## src/rtl/vga_timing_controller.sv

```systemverilog
// vga_timing_controller
//   Generates VGA raster timing (default 640x480 @ 60 Hz from a 50 MHz clock)
//   and sequences the video generator. It presents pixel coordinates x/y to
//   the generator, then registers the returned colour together with the
//   sync/blank terms, so colour and syncs leave on the same pixel tick.
//
// Ports
//   clk          system clock
//   reset        synchronous, active-high; clears counters and output stage
//   pix_en       one-clk pixel tick strobe (every CLK_DIV clocks)
//   x, y         current horizontal / vertical counter values (10 bits)
//   r_in..b_in   generator colour for the current x, y
//   vga_r..vga_b registered colour to the DAC (zero outside the active area)
//   hsync, vsync active-low syncs, delayed one tick to align with colour
//   blank_n      high while the registered pixel is in the active area
//   sync_n       constant 0 (no sync-on-green)
//   frame_start  one-clk pulse on the tick that presents pixel (0,0)
module vga_timing_controller #(
  parameter int CLK_DIV  = 2,
  parameter int H_ACTIVE = 640,
  parameter int H_FP     = 16,
  parameter int H_SYNC   = 96,
  parameter int H_BP     = 48,
  parameter int V_ACTIVE = 480,
  parameter int V_FP     = 10,
  parameter int V_SYNC   = 2,
  parameter int V_BP     = 33,
  parameter int DATA_W   = 8
) (
  input  logic              clk,
  input  logic              reset,
  output logic              pix_en,
  output logic [9:0]        x,
  output logic [9:0]        y,
  input  logic [DATA_W-1:0] r_in,
  input  logic [DATA_W-1:0] g_in,
  input  logic [DATA_W-1:0] b_in,
  output logic [DATA_W-1:0] vga_r,
  output logic [DATA_W-1:0] vga_g,
  output logic [DATA_W-1:0] vga_b,
  output logic              hsync,
  output logic              vsync,
  output logic              blank_n,
  output logic              sync_n,
  output logic              frame_start
);

  localparam int CNT_W = 10;
  localparam int H_TOT = H_ACTIVE + H_FP + H_SYNC + H_BP;
  localparam int V_TOT = V_ACTIVE + V_FP + V_SYNC + V_BP;
  localparam int DIV_W = (CLK_DIV > 1) ? $clog2(CLK_DIV) : 1;

  localparam logic [DIV_W-1:0] DIV_LAST = DIV_W'(CLK_DIV - 1);
  localparam logic [CNT_W-1:0] H_LAST   = CNT_W'(H_TOT - 1);
  localparam logic [CNT_W-1:0] V_LAST   = CNT_W'(V_TOT - 1);
  localparam logic [CNT_W-1:0] H_ACT_C  = CNT_W'(H_ACTIVE);
  localparam logic [CNT_W-1:0] V_ACT_C  = CNT_W'(V_ACTIVE);
  localparam logic [CNT_W-1:0] HS_BEG   = CNT_W'(H_ACTIVE + H_FP);
  localparam logic [CNT_W-1:0] HS_END   = CNT_W'(H_ACTIVE + H_FP + H_SYNC);
  localparam logic [CNT_W-1:0] VS_BEG   = CNT_W'(V_ACTIVE + V_FP);
  localparam logic [CNT_W-1:0] VS_END   = CNT_W'(V_ACTIVE + V_FP + V_SYNC);

  // Counters are 10 bits wide; larger rasters would silently alias.
  if (H_TOT > 1024 || V_TOT > 1024 || CLK_DIV < 1) begin : g_param_check
    $error("vga_timing_controller: H_TOT/V_TOT must be <= 1024 and CLK_DIV >= 1");
  end

  // Colour is forced to black outside the active area.
  function automatic logic [DATA_W-1:0] gate_colour(input logic [DATA_W-1:0] c,
                                                    input logic en);
    return en ? c : '0;
  endfunction

  logic [DIV_W-1:0]  div_p0;
  logic [CNT_W-1:0]  hcnt_p0;
  logic [CNT_W-1:0]  vcnt_p0;
  logic              tick;
  logic              line_end;
  logic              active_p0;
  logic              hs_p0;
  logic              vs_p0;

  logic [DATA_W-1:0] r_p1;
  logic [DATA_W-1:0] g_p1;
  logic [DATA_W-1:0] b_p1;
  logic              hs_p1;
  logic              vs_p1;
  logic              vld_p1;

  // ---- stage 0: clock divider and raster counters ----
  // The tick is masked during reset so nothing downstream sees a strobe
  // while the counters are being cleared.
  assign tick     = (div_p0 == DIV_LAST) && !reset;
  assign line_end = (hcnt_p0 == H_LAST);

  always_ff @(posedge clk) begin
    if (reset) begin
      div_p0 <= '0;
    end else if (div_p0 == DIV_LAST) begin
      div_p0 <= '0;
    end else begin
      div_p0 <= div_p0 + 1'b1;
    end
  end

  always_ff @(posedge clk) begin
    if (reset) begin
      hcnt_p0 <= '0;
      vcnt_p0 <= '0;
    end else if (tick) begin
      hcnt_p0 <= line_end ? '0 : hcnt_p0 + 1'b1;
      if (line_end) begin
        vcnt_p0 <= (vcnt_p0 == V_LAST) ? '0 : vcnt_p0 + 1'b1;
      end
    end
  end

  assign active_p0 = (hcnt_p0 < H_ACT_C) && (vcnt_p0 < V_ACT_C);
  assign hs_p0     = !((hcnt_p0 >= HS_BEG) && (hcnt_p0 < HS_END));
  assign vs_p0     = !((vcnt_p0 >= VS_BEG) && (vcnt_p0 < VS_END));

  // ---- stage 1: output register, loaded once per pixel tick ----
  // Syncs travel through the same register as colour, so the one-tick
  // generator latency applies equally to both.
  always_ff @(posedge clk) begin
    if (reset) begin
      r_p1   <= '0;
      g_p1   <= '0;
      b_p1   <= '0;
      hs_p1  <= 1'b1;
      vs_p1  <= 1'b1;
      vld_p1 <= 1'b0;
    end else if (tick) begin
      r_p1   <= gate_colour(r_in, active_p0);
      g_p1   <= gate_colour(g_in, active_p0);
      b_p1   <= gate_colour(b_in, active_p0);
      hs_p1  <= hs_p0;
      vs_p1  <= vs_p0;
      vld_p1 <= active_p0;
    end
  end

  assign pix_en      = tick;
  assign x           = hcnt_p0;
  assign y           = vcnt_p0;
  assign vga_r       = r_p1;
  assign vga_g       = g_p1;
  assign vga_b       = b_p1;
  assign hsync       = hs_p1;
  assign vsync       = vs_p1;
  assign blank_n     = vld_p1;
  assign sync_n      = 1'b0;
  assign frame_start = tick && (hcnt_p0 == '0) && (vcnt_p0 == '0);

endmodule

```

## config.mk

```make
export PLATFORM = sky130hd
export DESIGN_NAME = vga_timing_controller
export DESIGN_NICKNAME = d
export VERILOG_FILES = /design/src/rtl/vga_timing_controller.sv
export SDC_FILE = /design/constraint.sdc
export NUM_CORES = 1
export LEC_CHECK = 0
export ABC_AREA = 0
export CORE_MARGIN = 1.5
export CORE_UTILIZATION = 35
export CTS_CLUSTER_DIAMETER = 60
export DETAILED_ROUTE_END_ITERATION = 8
export GPL_TIMING_DRIVEN = 0
export PLACE_DENSITY = 0.65
export SKIP_CTS_REPAIR_TIMING = 1
export SLEW_MARGIN = 10
export SYNTH_ARGS = -nofsm -noshare
export SYNTH_HDL_FRONTEND = slang
export SYNTH_SLANG_ARGS = --single-unit
export TNS_END_PERCENT = 50
```

## constraint.sdc

```tcl
create_clock -name clk -period 1.8 [get_ports clk]
set_input_delay 0.36 -clock clk [delete_from_list [all_inputs] [get_ports clk]]
set_output_delay 0.36 -clock clk [all_outputs]
set_load 0.005 [all_outputs]
```

Word level (Yosys, flattened, before mapping):

Index checks and enable logic that the tools add are counted.

* word-level logic and storage cells: 38
* bits of input ports: 26
* output and inout bits: 50
* bits in registers: 48

* add/sub/neg operators: 3
* reduce and logical (&&, ||, !) cells: 13
* equality and inequality tests: 2
* $lt $le $gt $ge: 6
* muxes and demuxes: 5

Operator list (number)
* 2-to-1 mux 8 bit: 3
* adder 10 x 1 -> 10 bit (second input constant): 2
* equality test 10 bit (second input constant): 2
* zero test 10 bit: 2
* less-than comparator 10 bit (second input constant): 2
* less-than comparator 10 x 9 -> 1 bit (second input constant): 2
* 2-to-1 mux 10 bit: 2
* >= comparator 10 bit (second input constant): 1
* >= comparator 10 x 9 -> 1 bit (second input constant): 1
* logical AND 1 bit: 6
* zero test 1 bit: 3
* AND reduction 2 bit: 1
* OR reduction 2 bit: 1
* adder 1 bit (second input constant): 1

Longest topological paths before layout:

Gate-level depths: netlist of run 1.

* word-level depth: 4
* mapped depth: 6
* depth with buffers taken out: 5

Least setup slack after synthesis of run 1:

Ideal clock, no wire load.

* path kind: register -> register
* start: reg hcnt_p0[0], in the netlist x[0]
* end: reg vcnt_p0[7], in the netlist y[7]
* path buffers: 1
* path slack: 0.003 ns
* period minus slack after synthesis: 1.797 ns
* arrival time: 1.727 ns
* data required time: 1.730 ns
* setup time: 0.070 ns
* stages on the path, launching flop included: 7
* path through: dfxtp_1 > ha_1 > nand3_1 > or3_1 > buf_2 > or4_1 > a21oi_1

* cells in the longest elaborated chain, start to end: 2

RTL lines
* start: declaration: RTL line 75 `logic [CNT_W-1:0] hcnt_p0;`
* start signal: assignment: RTL line 111 `hcnt_p0 <= line_end ? '0 : hcnt_p0 + 1'b1;`
* equality test 10 bit: RTL line 94 `assign line_end = (hcnt_p0 == H_LAST);`
* AND reduction 2 bit (no line)
* end signal: assignment: RTL line 113 `vcnt_p0 <= (vcnt_p0 == V_LAST) ? '0 : vcnt_p0 + 1'b1;`
* end: declaration: RTL line 76 `logic [CNT_W-1:0] vcnt_p0;`

Every way passes these cells.
A chain may end at the register's enable or synchronous reset.

Worst setup path after layout of run 1:

* start: reg hcnt_p0[1], in the netlist x[1]
* end: reg vcnt_p0[2], in the netlist y[2]

The elaborated chain is that of the path after synthesis.

==> impl_metrics.py, run 1 <==
metrics = {
    "grt": {
        "grt_pass1_wl_um": 7800,
        "antenna_found_initial": 0,
        "grt_max_degree": 15,
        "grt_pass1_vias": 1655,
        "track_usage_pct": 16.4,
        "grt_overflow": 0,
    },
    "clock_tree": {
        "cts_buffers": 5,
        "clk_pin_slew_ns": 0.09,
        "clk_latency_ns": 0.30,
        "cts.path.max_buffers": 2,
        "tritoncts": "built",
        "h-tree-depth": 2,
        "clock_sinks": 48,
        "clockRootBuffer": "clkbuf_8",
    },
    "pwr": {
        "p_int_mw": 1.66,
        "total_leakage_power_nw": 1.09,
        "pwr-share-clk_pct": 36.3,
        "switching_share_pct": 21.9,
        "pwr-share-seq_pct": 52.8,
        "p_sw_uw": 465,
        "vdd_ir_drop_max_uv": 524,
        "power_frac_comb_pct": 10.9,
        "total_power_mw": 2.12,
        "cellPowerDensity_nw_per_um2": 715,
    },
    "floorplan": {
        "fp.dieW_um": 77.0,
        "die_h_um": 77.0,
        "core_area_um2": 5200,
        "die_area_um2": 5930,
        "num_io_pins": 76,
        "start_util_pct": 36.8,
        "rows": 26,
    },
    "sta": {
        "final_hold_viol_count": 0,
        "period_share_pct": 102,
        "period_minus_slack_ns": 1.84,
        "worst_slack_ns": -0.0431,
        "drv_slew": 0,
        "fmax_mhz": 543,
        "rsz0062_at_grt": "yes",
        "finalSetupViolations": 3,
        "fin_skew_ns": 0.00856,
    },
    "logic_synthesis": {
        "ys_seq_elements": 48,
        "ys_seq_area_share_pct": 50.1,
        "ys_warn_count": 0,
        "synthDistinctLibCells": 34,
        "synth_area_leader_cell": "dfxtp_1",
        "syn_area_per_cell_um2": 9.68,
        "synthCells": 198,
        "syn_nets": 228,
        "synth_area_leaders": "dfxtp_1 (50%), a22o_1 (11%), a21oi_1 (3.1%), nor2_1 (2.9%), ha_1 (2.6%)",
        "synth_top_area_share_pct": 50.1,
        "syn_area_um2": 1920,
    },
    "drt": {
        "dr.pass1.iters": 4,
        "remaining_drc_errors": 0,
        "wire_per_inst_um": 13.8,
        "drt-total-wl_um": 4820,
        "ant_nets": 0,
        "drt-initial-drc-count": 96,
        "viasPerCell": 5.06,
        "route.vias.total": 1772,
    },
    "placed_design": {
        "portBuffers": 73,
        "hpwlAfterDp_um": 3440,
        "place.gp.congestion": 0.795,
        "dpl_worst_slack_ns": -0.283,
    },
    "finish": {
        "fin_util_pct": 57.0,
        "diodes": 0,
        "fillCellCount": 496,
        "drive_above_1_share_pct": 15.4,
        "area_growth_pct": 54.8,
        "final_common_cell": "clkdlybuf4s50_1",
        "mostFrequentLayoutCells": "clkdlybuf4s50_1 (72), dfxtp_1 (37), a22o_1 (24)",
        "nets": 309,
    },
    "setup_path": {
        "startpoint_type": "flip-flop",
        "critPathRequiredTime_ns": 2.04,
        "worstReg2RegStart": "x[1]",
        "crit_path_max_fanout": 6,
        "worstPathArrival_ns": 2.09,
        "rr_worst_depth": 5,
        "cp-end-kind": "flip-flop",
        "critPathKind": "flip-flop to flip-flop",
        "worst-r2r-setup-slack_ns": -0.04,
        "rr_endpoint": "y[2]",
    },
    "job": {
        "maxCapViolations": 0,
    },
    "min_path": {
        "hold_path_depth": 2,
        "min_from": "blank_n",
        "min_to": "blank_n",
        "hold_path.class": "flip-flop to flip-flop",
    },
    "run_status": {
        "status": "finished, violations left",
        "failed_checks": "negative setup slack",
    },
}
sequential cells by signal, indices dropped and copies added, names as in the netlist:
signal	flops
vsync	1
vga_r	8
vga_b	8
blank_n	1
y	10
x	10
div_p0	1
hsync	1
vga_g	8
layout make-up:
class / count / area, µm² / area share (%)
plain buffers: 9 / 41.3 / 1.39
clock buffers: 6 / 72.6 / 2.45
clock inverters: 2 / 35.0 / 1.18
inverters: 6 / 22.5 / 0.759
multi-input cells: 134 / 976 / 32.9
flip-flops and latches: 48 / 985 / 33.2
well taps: 70 / 87.6 / 2.95
repair buffers: 75 / 748 / 25.2
layer usage:
metal | global-route usage, % | routed length, µm
met1 | 20.8 | 2210
met2 | 24.6 | 2080
met3 | 7.50 | 456
met4 | 5.45 | 64
met5 | 0 | 0
cell families (layout without fill, tap and decap cells):
logic type	Yosys count	count (layout)	share of synthesized area, %
compound gates	49	49	18.7
fa+ha+maj	4	4	2.61
other cells	1	1	0.196
buf+inv	16	98	3.39
simple gates	71	71	20.8
flops	48	48	50.1
xor+xnor	9	9	4.11
power groups by stage:
stage / logic (mW) / registers [mW] / clock network, mW
2_1_floorplan: 0.0761 / 1.15 / 0
3_5_place_dp: 0.231 / 1.15 / 0
4_1_cts: 0.231 / 1.12 / 0.793
6_report: 0.231 / 1.12 / 0.770
3_3_place_gp: 0.229 / 1.15 / 0
5_1_grt: 0.253 / 1.13 / 0.843
how the worst max path moves through the flow:
stage               start          end  slack (ns)  cells past startpoint
global route         x[1]         y[8]       -0.13                      5
floorplan            x[0]         y[7]       0.003                      6
finish               x[1]         y[2]       -0.04                      5
global placement    reset  frame_start       -0.30                      6
detailed placement  reset  frame_start       -0.28                      6
CTS                  x[5]  frame_start       -0.43                      5
per-stage QoR:
step | hold slack [ns] | setup TNS (ns) | cells | cell area, µm²
after detailed placement | 0.464 | -5.98 | 341 | 2740
after global placement | 0.458 | -5.71 | 341 | 2740
final | 0.482 | -0.103 | 350 | 2970
after CTS | 0.486 | -5.46 | 349 | 2840
after floorplan | 0.463 | 0 | 198 | 1920
after global routing | 0.500 | -0.608 | 350 | 2970
cell usage after synthesis, drive strengths merged:
cell type  number
dfxtp          48
a22o           24
nor2           15
a21oi          12
nor3            9
clkbuf          8
nand2           8
inv             6
nand3           5
nand4           5
o21ai           5
or3             5
xor2            5
and3            4
ha              4
nand4b          4
xnor2           4
nand2b          3
nor4            3
or4             3
a311oi          2
and4            2
and4b           2
buf             2
o31ai           2
a21o            1
a31o            1
and2            1
conb            1
nor3b           1
o22a            1
o22ai           1
or2             1
worst max-delay path, stage by stage (launching register included):
cell and delay, ns:
dfxtp_4 0.38, ha_4 0.14, nand4_1 0.19, or4_4 0.61, or3_4 0.35, a21oi_2 0.12
No activity file was read; power rests on OpenSTA's default activity.
==> run 2: changes to the inputs <==
HOLD_SLACK_MARGIN = 0.12   (was default)
SLEW_MARGIN = 20   (was 10)
==> results of run 2 <==
Final layout, timing and power as in run 1 (identical DEF).
==> run 3: changes to the inputs <==
PLACE_DENSITY = 0.63   (was 0.65)
clock period = 1.94 ns   (was 1.8 ns; I/O delays follow)
==> impl_metrics.py, run 3 (synthesis results as in run 1) <==
metrics = {
    "placed_design": {
        "place_area_um2": 2740,
        "dpl_worst_slack_ns": -0.294,
        "portBuffers": 73,
        "place.gp.congestion": 0.788,
        "hpwlAfterDp_um": 3380,
        "placedCellCount": 341,
    },
    "floorplan": {
        "die_h_um": 77.0,
        "num_io_pins": 76,
        "fp.dieW_um": 77.0,
        "die_area_um2": 5930,
        "core_area_um2": 5200,
        "start_util_pct": 36.8,
        "rows": 26,
    },
    "setup_path": {
        "cp-end-kind": "flip-flop",
        "worstReg2RegStart": "x[0]",
        "crit_path_max_fanout": 5,
        "startpoint_type": "flip-flop",
        "rr_worst_depth": 5,
        "critPathKind": "flip-flop to flip-flop",
        "worstPathArrival_ns": 2.20,
        "worst-r2r-setup-slack_ns": -0.04,
        "rr_endpoint": "y[3]",
        "critPathRequiredTime_ns": 2.16,
    },
    "min_path": {
        "min_from": "blank_n",
        "hold_path_depth": 2,
        "min_to": "blank_n",
        "hold_path.class": "flip-flop to flip-flop",
    },
    "grt": {
        "grt_pass1_vias": 1642,
        "track_usage_pct": 17.5,
        "antenna_found_initial": 0,
        "grt_max_degree": 16,
        "grt_overflow": 0,
        "grt_pass1_wl_um": 8240,
    },
    "clock_tree": {
        "clockRootBuffer": "clkbuf_8",
        "h-tree-depth": 2,
        "cts_buffers": 5,
        "clk_latency_ns": 0.30,
        "clk_pin_slew_ns": 0.09,
        "tritoncts": "built",
        "cts.path.max_buffers": 2,
        "clock_sinks": 48,
    },
    "finish": {
        "nets": 308,
        "fin_cells": 349,
        "area_growth_pct": 51.4,
        "drive_above_1_share_pct": 11.5,
        "seqCellArea_um2": 980,
        "mostFrequentLayoutCells": "clkdlybuf4s50_1 (72), dfxtp_1 (37), a22o_1 (24)",
        "final_common_cell": "clkdlybuf4s50_1",
        "fin_util_pct": 55.7,
        "diodes": 0,
        "fillCellCount": 489,
        "multiInputGateArea_um2": 921,
        "fin_area_um2": 2900,
    },
    "run_status": {
        "status": "finished, violations left",
        "failed_checks": "negative setup slack",
    },
    "pwr": {
        "total_power_mw": 1.98,
        "vdd_ir_drop_max_uv": 433,
        "total_leakage_power_nw": 1.08,
        "cellPowerDensity_nw_per_um2": 682,
    },
    "drt": {
        "remaining_drc_errors": 0,
        "route.vias.total": 1752,
        "dr.pass1.iters": 4,
        "drt-total-wl_um": 4810,
        "wire_per_inst_um": 13.8,
        "ant_nets": 0,
        "drt-initial-drc-count": 91,
        "viasPerCell": 5.02,
    },
    "sta": {
        "worst_slack_ns": -0.0402,
        "setup_tns_ns": -0.0636,
        "rsz0062_at_grt": "yes",
        "period_share_pct": 102,
        "final_hold_viol_count": 0,
        "fmax_mhz": 505,
        "holdWs_ns": 0.481,
        "finalSetupViolations": 2,
        "tightest_slew_ns": 0.830,
        "fin_skew_ns": 0.00268,
        "maxSlewHeadroom_pct": 44.1,
        "period_minus_slack_ns": 1.98,
        "drv_slew": 0,
    },
    "job": {
        "maxCapViolations": 0,
    },
}
[run 3: cell count changes in the layout (fill, tap and decap cells not counted), sizes merged]
cell,change
buf,-1
clkbuf,-1
clkinvlp,+1
[run 3: power breakdown]
part / internal, mW / total, mW / switching (mW) / leakage (nW)
clock network: 0.382 / 0.726 / 0.345 / 0.0541
registers: 1.02 / 1.04 / 0.0223 / 0.397
logic: 0.136 / 0.211 / 0.0747 / 0.627
[run 3: worst max-delay path by stage]
stage / cells after the start / slack (ns) / end / from
final: 5 / -0.04 / y[3] / x[0]
after global routing: 5 / -0.10 / y[3] / x[0]
after CTS: 5 / -0.35 / frame_start / div_p0
after detailed placement: 6 / -0.29 / frame_start / reset
after global placement: 6 / -0.26 / frame_start / reset
after floorplan: 6 / 0.14 / y[7] / x[0]
[run 3: layer usage]
| metal | global-route usage (%) | part of all wire (%) |
|---|---|---|
| met5 | 0 | 0 |
| met4 | 6.00 | 1.5 |
| met3 | 7.38 | 9.6 |
| met2 | 25.9 | 42 |
| met1 | 22.7 | 47 |
[run 3: final cells by class]
class | instances | area share [%]
Multi-Input combinational cell | 134 | 31.7
Tap cell | 70 | 3.02
Clock inverter | 3 | 1.47
Buffer | 10 | 1.60
Sequential cell | 48 | 33.8
Timing Repair Buffer | 73 | 25.3
Clock buffer | 5 | 2.37
Inverter | 6 | 0.776
[run 3: worst max-delay path, cell delays in order (launching register included)]
cell and delay [ns]:
dfxtp_4 0.38, ha_2 0.18, nand4_1 0.22, nor4_1 0.70, a21oi_1 0.15, a311oi_1 0.26
